**config.mk**
```make
export PLATFORM = sky130hd
export DESIGN_NAME = input_debouncer
export DESIGN_NICKNAME = d
export VERILOG_FILES = /design/src/rtl/input_debouncer.sv
export SDC_FILE = /design/constraint.sdc
export NUM_CORES = 1
export LEC_CHECK = 0
export BUFFER_PORTS_ARGS = -buffer_cell sky130_fd_sc_hd__buf_2
export CAP_MARGIN = 5
export CORE_ASPECT_RATIO = 1.75
export CORE_MARGIN = 2
export CORE_UTILIZATION = 50
export DETAILED_ROUTE_END_ITERATION = 16
export GPL_TIMING_DRIVEN = 1
export PLACE_DENSITY = 0.78
export SETUP_SLACK_MARGIN = 0.05
export SLEW_MARGIN = 20
export SYNTH_ARGS = -nofsm -noshare
export SYNTH_HDL_FRONTEND = slang
export SYNTH_SLANG_ARGS = --single-unit
```
**constraint.sdc**
```tcl
create_clock -name clock -period 1.83 [get_ports clock]
set_clock_uncertainty 0.2 [all_clocks]
set_input_delay 0.183 -clock clock [delete_from_list [all_inputs] [get_ports clock]]
set_output_delay 0.183 -clock clock [all_outputs]
set_load 0.05 [all_outputs]
```
**src/rtl/input_debouncer.sv**
```systemverilog
`default_nettype none
// ============================================================================
// input_debouncer
// Multi-channel synchroniser and debouncer for asynchronous board inputs,
// with optional one-cycle rise/fall pulses (macro INPUT_DEBOUNCER_EDGE_EN).
// Revision: 1.0
// ============================================================================
module input_debouncer #(
   parameter int                  CHANNELS      = 3,
   parameter int                  SYNC_STAGES   = 2,
   parameter int                  STABLE_CYCLES = 120000,
   parameter logic [CHANNELS-1:0] RESET_VALUE   = {CHANNELS{1'b0}}
) (
   input  logic                clock,
   input  logic                reset_n,
   input  logic                enable,
   input  logic [CHANNELS-1:0] raw_in,
   output logic [CHANNELS-1:0] debounced,
   output logic [CHANNELS-1:0] rise,
   output logic [CHANNELS-1:0] fall,
   output logic                any_change
);

   localparam int               CNT_W    = $clog2(STABLE_CYCLES + 1);
   localparam logic [CNT_W-1:0] CNT_LAST = CNT_W'(STABLE_CYCLES - 1);

   logic [CHANNELS-1:0] sync_q [SYNC_STAGES];
   logic [CHANNELS-1:0] sync_d [SYNC_STAGES];
   logic [CNT_W-1:0]    cnt_q  [CHANNELS];
   logic [CNT_W-1:0]    cnt_d  [CHANNELS];
   logic [CHANNELS-1:0] debounced_q;
   logic [CHANNELS-1:0] debounced_d;
   logic [CHANNELS-1:0] sync_out;

   always_comb begin
      sync_d[0] = raw_in;
      for (int k = 1; k < SYNC_STAGES; k++) begin
         sync_d[k] = sync_q[k-1];
      end
   end

   assign sync_out = sync_q[SYNC_STAGES-1];

   // Any sample matching the current state restarts the count from zero.
   always_comb begin
      debounced_d = debounced_q;
      for (int i = 0; i < CHANNELS; i++) begin
         cnt_d[i] = '0;
         if (enable && (sync_out[i] != debounced_q[i])) begin
            if (cnt_q[i] == CNT_LAST) begin
               debounced_d[i] = sync_out[i];
            end else begin
               cnt_d[i] = cnt_q[i] + 1'b1;
            end
         end
      end
   end

   always_ff @(posedge clock) begin
      if (!reset_n) begin
         for (int k = 0; k < SYNC_STAGES; k++) begin
            sync_q[k] <= RESET_VALUE;
         end
         for (int i = 0; i < CHANNELS; i++) begin
            cnt_q[i] <= '0;
         end
         debounced_q <= RESET_VALUE;
      end else begin
         for (int k = 0; k < SYNC_STAGES; k++) begin
            sync_q[k] <= sync_d[k];
         end
         for (int i = 0; i < CHANNELS; i++) begin
            cnt_q[i] <= cnt_d[i];
         end
         debounced_q <= debounced_d;
      end
   end

   assign debounced = debounced_q;

`ifdef INPUT_DEBOUNCER_EDGE_EN
   logic [CHANNELS-1:0] rise_q;
   logic [CHANNELS-1:0] rise_d;
   logic [CHANNELS-1:0] fall_q;
   logic [CHANNELS-1:0] fall_d;
   logic                any_change_q;
   logic                any_change_d;

   // Pulses are derived from the next state so they land with the flip itself.
   always_comb begin
      rise_d       = debounced_d & ~debounced_q;
      fall_d       = ~debounced_d & debounced_q;
      any_change_d = |(rise_d | fall_d);
   end

   always_ff @(posedge clock) begin
      if (!reset_n) begin
         rise_q       <= '0;
         fall_q       <= '0;
         any_change_q <= 1'b0;
      end else begin
         rise_q       <= rise_d;
         fall_q       <= fall_d;
         any_change_q <= any_change_d;
      end
   end

   assign rise       = rise_q;
   assign fall       = fall_q;
   assign any_change = any_change_q;
`else
   assign rise       = {CHANNELS{1'b0}};
   assign fall       = {CHANNELS{1'b0}};
   assign any_change = 1'b0;
`endif

endmodule
`default_nettype wire

```
==> impl_metrics.json <==
{
  "drc_errors": 0,
  "worst_path_largest_cell_delay_ns": 0.38,
  "die_w_um": 59.7,
  "syn_area_um2": 2720,
  "htreeDepth": 3,
  "drv_cap": 0,
  "yosysSeqAreaShare": 0.442,
  "layout_setup_ws_ns": 0.0384,
  "start_util": 0.517,
  "critPathMaxFanout": 6,
  "pre_cts_ws_ns": 0.00220,
  "report.final.slew_viol_count": 0,
  "fin_nets": 348,
  "crit_arrival_ns": 1.82,
  "clock_path_buffers": 2,
  "critPathRequiredTime_ns": 1.86,
  "grt_pass1_wl_mm": 8.52,
  "cp_top_family": "simple AND/OR/NAND/NOR gates",
  "grt_remaining_overflow": 0,
  "diodes": 0,
  "critical_path_buf_inv_count": 1,
  "synth-edff-count": 0,
  "status": "completed",
  "hold_path_class": "input pin to register",
  "ys_types": 32,
  "routed_wl_mm": 5.43,
  "synth_top_area_share": 0.442,
  "grt_max_degree": 18,
  "first_pass_iters": 4,
  "grt_pass1_vias": 2127,
  "fmax_mhz": 558,
  "cts.sinks": 60,
  "coreArea_um2": 5260,
  "synthFlopType": "dfxtp_1",
  "fillCellCount": 426,
  "syn_inst": 297,
  "root_buffer": "clkbuf_8",
  "antenna_found_initial": 0,
  "dieArea_um2": 6060,
  "path_cells": "ha_4, nand4b_1, nor4_4, nand4b_4, buf_6, nor2_2",
  "drtIter0Drc": 41,
  "report.final.setup_viol": 0,
  "post_dp_cell_area_um2": 2950,
  "syn_avg_cell_area_um2": 9.15,
  "power_leakage_nw": 1.16,
  "dp_hpwl_mm": 3.59,
  "pin_count": 16,
  "yosys.area.top_type": "dfxtp_1",
  "drt-vias-per-instance": 5.56,
  "hold_viol_final": 0,
  "max-vdd-ir-drop_v": 0.000485,
  "via_count": 2218,
  "clock_latency_ns": 0.35,
  "fin_area_um2": 3290,
  "yosysWarnings": 0,
  "io_buffers": 8,
  "min_period_over_period": 0.979,
  "clk_pin_slew_worst_paths_ns": 0.08,
  "power_density_nw_per_um2": 753,
  "period_needed_ns": 1.79,
  "drive_above_1_share": 0.221,
  "wire_per_inst_um": 13.6,
  "cts_tree": "yes",
  "num_rows": 35,
  "ys_ff_latch": 60,
  "end_kind": "register",
  "ant_nets": 0,
  "fp.dieH_um": 102,
  "numCtsBuffers": 9,
  "rsz0062_at_grt": "true",
  "grt.total_usage": 0.187,
  "synth-async-reset-ratio": 0,
  "ys_top_cells_by_area": "dfxtp_1, xnor2_1, nor2_1",
  "startpoint_type": "register",
  "slowest_stage": "nor4_4",
  "place.gp.congestion": 0.862,
  "syn2layout_area_growth_pct": 20.9,
  "path_class": "register to register"
}
## cell families (layout without fill, tap and decap cells)
logic type                 Yosys count  count (layout)  synth area share
other                                1               7           0.00138
and+or+nand+nor                    154             155             0.321
buffers and inverters               25              65            0.0506
xor gates and xnor gates            47              47             0.151
muxes                                1               1           0.00368
AOI/OAI and AO/OA                    6               6            0.0161
adders and majority gates            3               3            0.0138
DFF                                 60              60             0.442
## through the flow
| step | instances | utilization | setup TNS [ns] | total power, mW | hold slack, ns |
|---|---|---|---|---|---|
| finish | 399 | 0.625 | 0 | 2.47 | 0.0568 |
| global route | 399 | 0.625 | -0.00418 | 2.57 | 0.0491 |
| CTS | 395 | 0.605 | 0 | 2.50 | 0.0299 |
| detailed placement | 376 | 0.560 | 0 | 1.41 | 0.198 |
| global placement | 376 | 0.560 | 0 | 1.41 | 0.189 |
| floorplan | 303 | - | 0 | 1.41 | 0.110 |
## synthesized netlist by cell type, types with 2 or more instances
master and count:
a21oi_1 3, buf_4 7, nor4_2 2, buf_2 2, nand4bb_1 4, nor2_1 58, buf_6 2, nand3_1 19
xor2_1 14, xnor2_1 33, a41o_1 2, nor3_1 8, clkbuf_1 3, nand4_2 2, and2_1 7, inv_1 11
nand4b_1 2, dfxtp_1 60, ha_1 3, nor4_1 16, nand2_1 13, and4_1 3, nand4_1 14
## sequential cells by signal (all words and copies together), names as in the netlist
signal,count
sync_q,6
debounced,3
cnt_q,51
## layer usage
layer / share of wire / global-route usage / up-vias
li1: - / - / 1099
met5: 0 / 0 / -
met3: 0.031 / 0.0421 / 30
met4: 0.055 / 0.156 / 0
met2: 0.53 / 0.322 / 54
met1: 0.38 / 0.180 / 1035
## timing repair
action / 4_1_cts / 5_1_grt
gates cloned: 0 / 1
resized for setup: 2 / 19
endpoints found under the setup margin: 12 / 33
pin swaps: 0 / 10
hold buffers: 3 / 0
hold endpoints to repair: 3 / 0
buffers inserted: 0 / 3
## cells in the final DEF (no fill, tap or decap), types with 3 or more instances in the layout
| cell type | synthesis | routed |
|---|---|---|
| a21oi_1 | 3 | 3 |
| and2_1 | 7 | 7 |
| and4_1 | 3 | 3 |
| buf_2 | 2 | 8 |
| buf_4 | 7 | 24 |
| clkbuf_8 | 0 | 9 |
| clkinv_4 | 0 | 3 |
| conb_1 | 1 | 7 |
| dfxtp_1 | 60 | 57 |
| dfxtp_2 | 0 | 3 |
| dlygate4sd3_1 | 0 | 3 |
| inv_1 | 11 | 11 |
| nand2_1 | 13 | 13 |
| nand3_1 | 19 | 18 |
| nand4_1 | 14 | 14 |
| nand4b_4 | 1 | 3 |
| nand4bb_1 | 4 | 4 |
| nor2_1 | 58 | 50 |
| nor2_2 | 0 | 8 |
| nor3_1 | 8 | 8 |
| nor4_1 | 16 | 14 |
| nor4_2 | 2 | 3 |
| xnor2_1 | 33 | 33 |
| xor2_1 | 14 | 14 |
## report_power, final
part           switching [mW]  internal, mW
clock                   0.570         0.510
sequential            0.00322          1.31
combinational          0.0578        0.0208
total                   0.631          1.84
## final timing paths
| kind | startpoint | slack [ns] | to | cells past startpoint |
|---|---|---|---|---|
| worst min-delay path | reset_n | 0.06 | cnt_q[0][9] | 3 |
| worst max register to register | cnt_q[0][35] | 0.04 | cnt_q[0][39] | 6 |
| worst max-delay path | cnt_q[0][35] | 0.04 | cnt_q[0][39] | 6 |
| worst min register to register | sync_q[0][0] | 0.23 | sync_q[0][3] | 1 |
## area by class of cell
type / instances / area, um^2 / area share
inverter: 11 / 41.3 / 0.0126
clock inverter: 7 / 61.3 / 0.0187
tap: 55 / 68.8 / 0.0209
timing repair buffer: 38 / 293 / 0.0891
sequential: 60 / 1200 / 0.367
clock buffer: 9 / 124 / 0.0377
multi-input combinational: 219 / 1490 / 0.454
## worst min-delay path, stage by stage
cell,delay [ns]
buf_2,0.16
nand4b_4,0.17
nor2_1,0.06
(Power assumes the default switching activity.)
